--- src/rtl/rc_osc_freq_counter.sv ---
// Multi-channel RC-oscillator frequency counter: counts synchronised rising
// edges of each osc_in bit over a programmable gate window and latches the result set.
module rc_osc_freq_counter #(
  parameter int NUM_CH = 4,
  parameter int CNT_W  = 16,
  parameter int GATE_W = 16
) (
  input  logic                                          clk,
  input  logic                                          rst,
  input  logic [NUM_CH-1:0]                             osc_in,
  input  logic [NUM_CH-1:0]                             ch_en,
  input  logic [GATE_W-1:0]                             gate_len,
  input  logic                                          start,
  input  logic                                          cont,
  input  logic [((NUM_CH > 1) ? $clog2(NUM_CH) : 1)-1:0] rd_sel,
  output logic [CNT_W-1:0]                              rd_count,
  output logic                                          rd_ovf,
  output logic                                          res_valid,
  input  logic                                          res_ack,
  output logic                                          overrun,
  output logic                                          busy,
  output logic                                          done,
  output logic [1:0]                                    fsm_state
);

  localparam int SEL_W = (NUM_CH > 1) ? $clog2(NUM_CH) : 1;
  localparam logic [CNT_W-1:0] CNT_MAX = '1;

  localparam logic [1:0] S_IDLE  = 2'd0;
  localparam logic [1:0] S_ARM   = 2'd1;
  localparam logic [1:0] S_GATE  = 2'd2;
  localparam logic [1:0] S_LATCH = 2'd3;

  logic [1:0]        state;
  logic [NUM_CH-1:0] sync1, sync2, sync3;
  logic [NUM_CH-1:0] edge_pulse;
  logic [NUM_CH-1:0] en_q;
  logic [GATE_W-1:0] len_q;
  logic [GATE_W-1:0] gate_cnt;
  logic [CNT_W-1:0]  live_cnt [NUM_CH];
  logic [NUM_CH-1:0] live_ovf;
  logic [CNT_W-1:0]  res_cnt [NUM_CH];
  logic [NUM_CH-1:0] res_ovf;

  // Two flops resolve metastability; the third gives the previous level for edge detect.
  always_ff @(posedge clk) begin
    if (rst) begin
      sync1 <= '0;
      sync2 <= '0;
      sync3 <= '0;
    end else begin
      sync1 <= osc_in;
      sync2 <= sync1;
      sync3 <= sync2;
    end
  end

  assign edge_pulse = sync2 & ~sync3;

  always_ff @(posedge clk) begin
    if (rst) begin
      state    <= S_IDLE;
      en_q     <= '0;
      len_q    <= '0;
      gate_cnt <= '0;
    end else begin
      case (state)
        S_IDLE: begin
          if (start || cont) state <= S_ARM;
        end
        S_ARM: begin
          en_q     <= ch_en;
          len_q    <= (gate_len == '0) ? GATE_W'(1) : gate_len;
          gate_cnt <= '0;
          state    <= S_GATE;
        end
        S_GATE: begin
          gate_cnt <= gate_cnt + GATE_W'(1);
          if (gate_cnt == len_q - GATE_W'(1)) state <= S_LATCH;
        end
        S_LATCH: begin
          state <= cont ? S_ARM : S_IDLE;
        end
        default: state <= S_IDLE;
      endcase
    end
  end

  // Counters stick at full scale; a further edge only raises the overflow flag.
  always_ff @(posedge clk) begin
    if (rst || state == S_ARM) begin
      for (int i = 0; i < NUM_CH; i++) live_cnt[i] <= '0;
      live_ovf <= '0;
    end else if (state == S_GATE) begin
      for (int i = 0; i < NUM_CH; i++) begin
        if (en_q[i] && edge_pulse[i]) begin
          if (live_cnt[i] == CNT_MAX) live_ovf[i] <= 1'b1;
          else                        live_cnt[i] <= live_cnt[i] + CNT_W'(1);
        end
      end
    end
  end

  always_ff @(posedge clk) begin
    if (rst) begin
      for (int i = 0; i < NUM_CH; i++) res_cnt[i] <= '0;
      res_ovf <= '0;
    end else if (state == S_LATCH) begin
      for (int i = 0; i < NUM_CH; i++) res_cnt[i] <= live_cnt[i];
      res_ovf <= live_ovf;
    end
  end

  // res_valid/res_ack: res_valid rises in LATCH and holds until a cycle with
  // res_ack=1 outside LATCH; an ack landing in LATCH is superseded by the new set.
  always_ff @(posedge clk) begin
    if (rst) begin
      res_valid <= 1'b0;
      overrun   <= 1'b0;
    end else if (state == S_LATCH) begin
      res_valid <= 1'b1;
      if (res_valid && !res_ack) overrun <= 1'b1;
    end else if (res_ack) begin
      res_valid <= 1'b0;
      overrun   <= 1'b0;
    end
  end

  always_comb begin
    rd_count = '0;
    rd_ovf   = 1'b0;
    for (int i = 0; i < NUM_CH; i++) begin
      if (rd_sel == SEL_W'(i)) begin
        rd_count = res_cnt[i];
        rd_ovf   = res_ovf[i];
      end
    end
  end

  assign busy      = (state != S_IDLE);
  assign done      = (state == S_LATCH);
  assign fsm_state = state;

endmodule

--- config.mk ---
export PLATFORM = sky130hd
export DESIGN_NAME = rc_osc_freq_counter
export DESIGN_NICKNAME = d
export VERILOG_FILES = /design/src/rtl/rc_osc_freq_counter.sv
export SDC_FILE = /design/constraint.sdc
export NUM_CORES = 1
export LEC_CHECK = 0
export ABC_AREA = 1
export BUFFER_PORTS_ARGS = -buffer_cell sky130_fd_sc_hd__buf_2
export CAP_MARGIN = 30
export CORE_MARGIN = 2
export CORE_UTILIZATION = 60
export CTS_CLUSTER_SIZE = 24
export DETAILED_ROUTE_END_ITERATION = 10
export PLACE_DENSITY = 0.79
export SETUP_SLACK_MARGIN = 0.02
export SLEW_MARGIN = 20
export SYNTH_ARGS = -nofsm -noshare
export SYNTH_HDL_FRONTEND = slang
export SYNTH_SLANG_ARGS = --single-unit
--- constraint.sdc ---
create_clock -name clk -period 2.9 [get_ports clk]
set_input_delay 0.435 -clock clk [delete_from_list [all_inputs] [get_ports clk]]
set_output_delay 0.435 -clock clk [all_outputs]
set_load 0.005 [all_outputs]
Word level (Yosys, flattened, before mapping)
Memories as Yosys holds them, arrays and structs flattened.
Cells that the tools add are included.
{"block": "totals", "wordCells": 119, "out_inout_bits": 23, "input_bits": 31, "n_memories": 2, "reg_bits": 60, "ram_bits": 128}
{"memory": "live_cnt", "words": 4, "width": 16, "rd": 4, "rd_ports_with_merged_regs": 0, "write_ports": 4, "line": "40", "text": "logic [CNT_W-1:0] live_cnt [NUM_CH];"}
{"memory": "res_cnt", "words": 4, "width": 16, "rd": 4, "rd_ports_with_merged_regs": 0, "write_ports": 4, "line": "42", "text": "logic [CNT_W-1:0] res_cnt [NUM_CH];"}
{"block": "classes", "muxes": 53, "n_bitwise": 10, "n_eq_ne": 14, "n_addsub": 6, "n_reduce_logical": 20}
{"cell": "$mux 16", "count": 13}
{"cell": "$add 16x1->16 const B", "count": 5}
{"cell": "$eq 16x16->1 const B", "count": 4}
{"cell": "$mux 1", "count": 36}
{"cell": "$pmux 16 s2", "count": 1}
{"cell": "$eq 16x16->1", "count": 1}
{"cell": "$logic_not 16->1", "count": 1}
{"cell": "$sub 16x1->16 const B", "count": 1}
{"cell": "$reduce_and 3->1", "count": 4}
{"cell": "$eq 2x2->1 const B", "count": 4}
{"cell": "$or 1x1->1", "count": 8}
{"cell": "$pmux 2 s4", "count": 1}
{"cell": "$reduce_bool 2->1", "count": 3}
{"cell": "$logic_and 1x1->1", "count": 5}
{"cell": "$and 4x4->4", "count": 1}
{"cell": "$eq 2x1->1 const B", "count": 2}
{"cell": "$logic_not 2->1", "count": 2}
{"cell": "$mux 2", "count": 2}
{"cell": "$ne 2x2->1 const B", "count": 2}
{"cell": "$not 4->4", "count": 1}
{"cell": "$reduce_and 2->1", "count": 2}
{"cell": "$logic_or 1x1->1", "count": 2}
{"cell": "$ne 2x1->1 const B", "count": 1}
{"cell": "$logic_not 1->1", "count": 1}

Longest topological paths before layout
{"block": "logic_depth", "ltp_word": 8, "mapped_depth": 16, "depth_no_buf": 16}

Least setup slack after synthesis
Ideal clock, no wire load.
{"block": "synth_timing", "path_type": "register -> register", "from": "register state[0], in the netlist fsm_state[0]", "to": "memory res_cnt[0][0], enable pin", "setup_ps": 424, "t_arrival_ps": 2186, "n_path_buf": 0, "path_stages_with_launch": 4, "period_less_slack_ps": 2610, "slack_ps": 290, "t_required_ps": 2476, "cell_sequence": "dfxtp_1 -> ha_1 -> inv_1 -> nand2_1"}
{"item": "start: declaration", "line": "34", "text": "logic [1:0] state;"}
{"item": "start signal: assignment", "line": "82", "text": "state <= cont ? S_ARM : S_IDLE;"}
{"item": "end: declaration", "line": "42"}

==> results list <==
- The flow ran to the end, and the final reports show no timing, DRC or antenna violations.
- Global router's overall resource usage: 24.9%
- IR analysis of the VDD net gives a maximum drop of slightly below 0.5 mV.
- The cell area that synthesis handed to floorplanning was ~0.0092 sq mm.
- For flop-to-flop paths, the worst setup slack is 0.39 ns.
- Post-cts hold buffer count: 0
* Number of antenna violations at the first check in global routing: 0
* Critical path class: register to register
- Final RePlAce weighted congestion: 0.879
- Dividing the detail-routed via count by the number of cells gives 5.56.
- Period Utilization, post-route: 86.7%
- The worst setup path is launched from a register.
- The floorplan step defined a die boundary enclosing 0.0163 sq mm.
- Ports placed on the boundary: 54
- In this run the core area contains 45 standard-cell rows.
- Total vias in the final route: between 7k and 8k
- Post-layout nets: around 1.1k
- After detailed placement, the design holds a cell count of roughly 1.3k.
- Number of enable flip-flop cells after synthesis: between 100 and 150
- Final number of hold-violating endpoints: 0
- Start of the worst register-to-register path: live_cnt[3][0]
* Worst Reg-to-Reg Cells: 12
- The critical path ends at live_cnt[3][4].
- Averaged over all synthesized cells, the footprint is just under 9 sq um.
- The worst path needs between 2 and 3 ns of the cycle, external delays included.
* Clock insertion delay at the later pin of the skew report: between 0.4 and 0.5 ns
* Number of clock sinks: around 190
* Final HPWL DP: 14100 microns
- In the synthesized netlist, the number of instances is 1037.
- Synthesis-stage register bit count: 188
- # DRC: 0
- The area growth from synthesis to layout is 12.3%.
- Max clock buf depth: 2
- In this run, CTS created clock tree buffers numbering 17.
- Required time of the critical path: just over 3 ns
- Setup repair after global routing left no endpoint under its margin.
- Before antenna repair, the detailed router went through 6 iterations.
- Measured against its own limit, the worst slew margin works out to between 50% and 60%.
- Power Density: between 700 and 800 mW/mm^2
- In the final timing run, aggregate negative setup slack is 0 ns.
- Count of distinct cell types in the synthesized netlist: 40
- The die is around 130 microns wide.
- Total power consumption of the routed design: between 0.008 and 0.009 W
- Final setup violation count: 0
- Number of global-route vias before repair: roughly 6.5k
- CTS placed an instance of sky130_fd_sc_hd__clkbuf_16 at the clock tree root.
- Non-filler cells, final: around 1.3k
* Resized cells post-CTS: 0
* Number of DRC markers in iteration 0: ~670
- The count of nets left with antenna violations once routing finished came out at 0.
* Worst Setup End Kind: register
- The min-delay analysis places its worst path in the category primary input to register.
- CTS H-tree depth: 4
- Die height: 128 microns
- Sequential-to-total area share from yosys stat: between 50 and 60%
- # Max-Cap Violations: 0
* CTS tree: yes
- Worst-margin pin slew: 0.681 ns
* Reg-to-Reg End: live_cnt[3][4]
* Net count after synthesis: ~1.1k
- In the synthesized netlist the async set-or-reset flop fraction comes to 0%.
- For this configuration, the core starts out at a cell density of around three fifths.
- Final global-route overflow total: 0
* Launching instance or port of the critical path: live_cnt[3][0]
- STA puts the critical path data arrival time at between 2 and 3 ns.
* Synthesis Warnings: 0
- Clock-pin slew was measured on the worst setup and hold paths at approximately 0.070 ns.
* Standby leakage power: 4.10 nW
- Count of buffers from port buffering: between 50 and 60
- Entering global routing, the biggest net connects between 40 and 50 pins.
- WL final: about 20000 microns
- Based on the critical path, the design can be clocked at up to roughly 400 MHz.
- Cells fill between 60% and 70% of the core in the end.
* Antenna fix cells: 0
- The total area inside the core boundary comes to between 0.015 and 0.02 sq mm.
* Fillcell total: approximately 1.2k
- The number of setup buffers added after CTS is 0.
* Global-route wire length before repair: between 30000 and 40000 microns
- The count of pins over their slew limit is 0.
- Routed wire per std cell: ~15 microns
- Worst Path Max Fanout: 15
* Worst Skew: between 0.005 and 0.006 ns
* Ratio of cells with drive above 1 in the final layout: between 10% and 20%
- The most used flip-flop cell after synthesis is sky130_fd_sc_hd__edfxtp_1.
==> area by class of cell <==
| cell class | instances | area (sq um) | share of cell area, % |
|---|---|---|---|
| inverter | 144 | 541 | 5.24 |
| clock buffer | 18 | 429 | 4.16 |
| tap | 188 | 235 | 2.28 |
| multi-input combinational | 679 | 3470 | 33.7 |
| clock inverter | 14 | 191 | 1.86 |
| timing repair buffer | 68 | 390 | 3.79 |
| sequential | 188 | 5040 | 49.0 |
==> worst min path at each step <==
stage | startpoint | endpoint | slack (ns) | cells past startpoint
finish | osc_in[0] | sync1[0] | 0.21 | 3
global route | osc_in[3] | sync1[3] | 0.20 | 3
CTS | osc_in[0] | sync1[0] | 0.20 | 3
detailed placement | sync1[1] | sync2[1] | 0.39 | 2
global placement | sync1[0] | sync2[0] | 0.39 | 2
floorplan | sync1[0] | sync2[0] | 0.39 | 2
==> synthesized netlist by cell type (4+ instances only) <==
cell type                    n  area (sq um)
sky130_fd_sc_hd__nor2_2     11          68.8
sky130_fd_sc_hd__a221oi_1    7          61.3
sky130_fd_sc_hd__nor2_1    171           642
sky130_fd_sc_hd__a31oi_1     5          31.3
sky130_fd_sc_hd__xnor2_1     8          70.1
sky130_fd_sc_hd__nand3_1    52           260
sky130_fd_sc_hd__nor3_1     33           165
sky130_fd_sc_hd__nand3b_1    7          52.6
sky130_fd_sc_hd__inv_2       6          22.5
sky130_fd_sc_hd__a21oi_1    43           215
sky130_fd_sc_hd__inv_1     138           518
sky130_fd_sc_hd__ha_1       10           125
sky130_fd_sc_hd__clkbuf_1   19          71.3
sky130_fd_sc_hd__nor3_2      7          70.1
sky130_fd_sc_hd__o21ai_0    36           180
sky130_fd_sc_hd__nor3b_1     9          67.6
sky130_fd_sc_hd__nor4_1     11          68.8
sky130_fd_sc_hd__dfxtp_1    60          1200
sky130_fd_sc_hd__nand4_1    20           125
sky130_fd_sc_hd__nand3_2     6          60.1
sky130_fd_sc_hd__xor2_1     20           175
sky130_fd_sc_hd__nand2_1   189           709
sky130_fd_sc_hd__a32o_1     10           100
sky130_fd_sc_hd__edfxtp_1  128          3840
sky130_fd_sc_hd__a21oi_2     4          35.0
==> sequential cells by signal, summed over array words and instances, names as in the netlist <==
register   count
live_ovf       4
overrun        1
en_q           4
len_q         16
fsm_state      2
res_cnt       64
res_valid      1
res_ovf        4
sync3          4
sync2          4
sync1          4
live_cnt      64
gate_cnt      16
==> worst max-delay path, cell delays in order, from the launching register on <==
cell and delay, ns:
sky130_fd_sc_hd__edfxtp_1 0.39, sky130_fd_sc_hd__ha_1 0.20, sky130_fd_sc_hd__nand3_1 0.12, sky130_fd_sc_hd__nor2_2 0.14, sky130_fd_sc_hd__nand2_2 0.09, sky130_fd_sc_hd__nor2_2 0.13
sky130_fd_sc_hd__nand3_1 0.13, sky130_fd_sc_hd__nor3_2 0.24, sky130_fd_sc_hd__nand4_2 0.21, sky130_fd_sc_hd__nand3_2 0.34, sky130_fd_sc_hd__inv_1 0.15, sky130_fd_sc_hd__nand2_1 0.09
sky130_fd_sc_hd__nor2_1 0.04
==> cell usage in the layout (no fill, tap or decap), types with 4 or more instances in the layout <==
master,n
sky130_fd_sc_hd__nand2_2,5
sky130_fd_sc_hd__inv_2,6
sky130_fd_sc_hd__nor3_2,7
sky130_fd_sc_hd__nor3_1,33
sky130_fd_sc_hd__dfxtp_1,60
sky130_fd_sc_hd__buf_2,53
sky130_fd_sc_hd__nor2_2,11
sky130_fd_sc_hd__nand3_2,6
sky130_fd_sc_hd__buf_4,14
sky130_fd_sc_hd__inv_1,138
sky130_fd_sc_hd__o21ai_0,36
sky130_fd_sc_hd__nand3_1,52
sky130_fd_sc_hd__nor3b_1,9
sky130_fd_sc_hd__edfxtp_1,128
sky130_fd_sc_hd__a21oi_1,43
sky130_fd_sc_hd__a21oi_2,4
sky130_fd_sc_hd__nand2_1,187
sky130_fd_sc_hd__nand4_1,20
sky130_fd_sc_hd__a221oi_1,7
sky130_fd_sc_hd__a32o_1,10
sky130_fd_sc_hd__a31oi_1,5
sky130_fd_sc_hd__nor4_1,11
sky130_fd_sc_hd__nor2_1,171
sky130_fd_sc_hd__clkbuf_16,17
sky130_fd_sc_hd__bufinv_16,4
sky130_fd_sc_hd__nand3b_1,7
sky130_fd_sc_hd__ha_1,10
sky130_fd_sc_hd__xnor2_1,8
sky130_fd_sc_hd__xor2_1,20
==> where the power goes <==
| group | total, W | switching [W] | internal, W |
|---|---|---|---|
| Combinational | 0.00190 | 0.00126 | 0.000638 |
| Sequential | 0.00368 | 0.000322 | 0.00336 |
| Clock | 0.00244 | 0.000999 | 0.00145 |
==> routing by layer <==
| layer | GRT usage, % | vias to the layer above | share of wire, % |
|---|---|---|---|
| met5 | 0 | - | 0 |
| met4 | 8.99 | 0 | 2.2 |
| met3 | 4.51 | 33 | 6.4 |
| met2 | 39.0 | 259 | 47 |
| met1 | 35.2 | 3357 | 45 |
| li1 | - | 3568 | - |
==> kinds of logic (layout without fill, tap and decap cells) <==
kind of cell	count (synthesis)	count (layout)	share of synthesized area (%)
flops	188	188	55.0
xor+xnor	28	28	2.67
simple gates	535	535	26.9
fa+ha+maj	10	10	1.36
buf+inv	170	244	7.20
compound gates	106	106	6.87
==> per-stage QoR <==
| stage | hold WS [ns] | worst slack, ns | area, sq um |
|---|---|---|---|
| floorplan | 0.388 | 0.290 | 9180 |
| global placement | 0.392 | 0.486 | 9690 |
| detailed placement | 0.393 | 0.413 | 9690 |
| CTS | 0.197 | 0.428 | 10300 |
| global route | 0.202 | 0.227 | 10300 |
| finish | 0.207 | 0.386 | 10300 |
No activity file was read; power rests on OpenSTA's default activity.
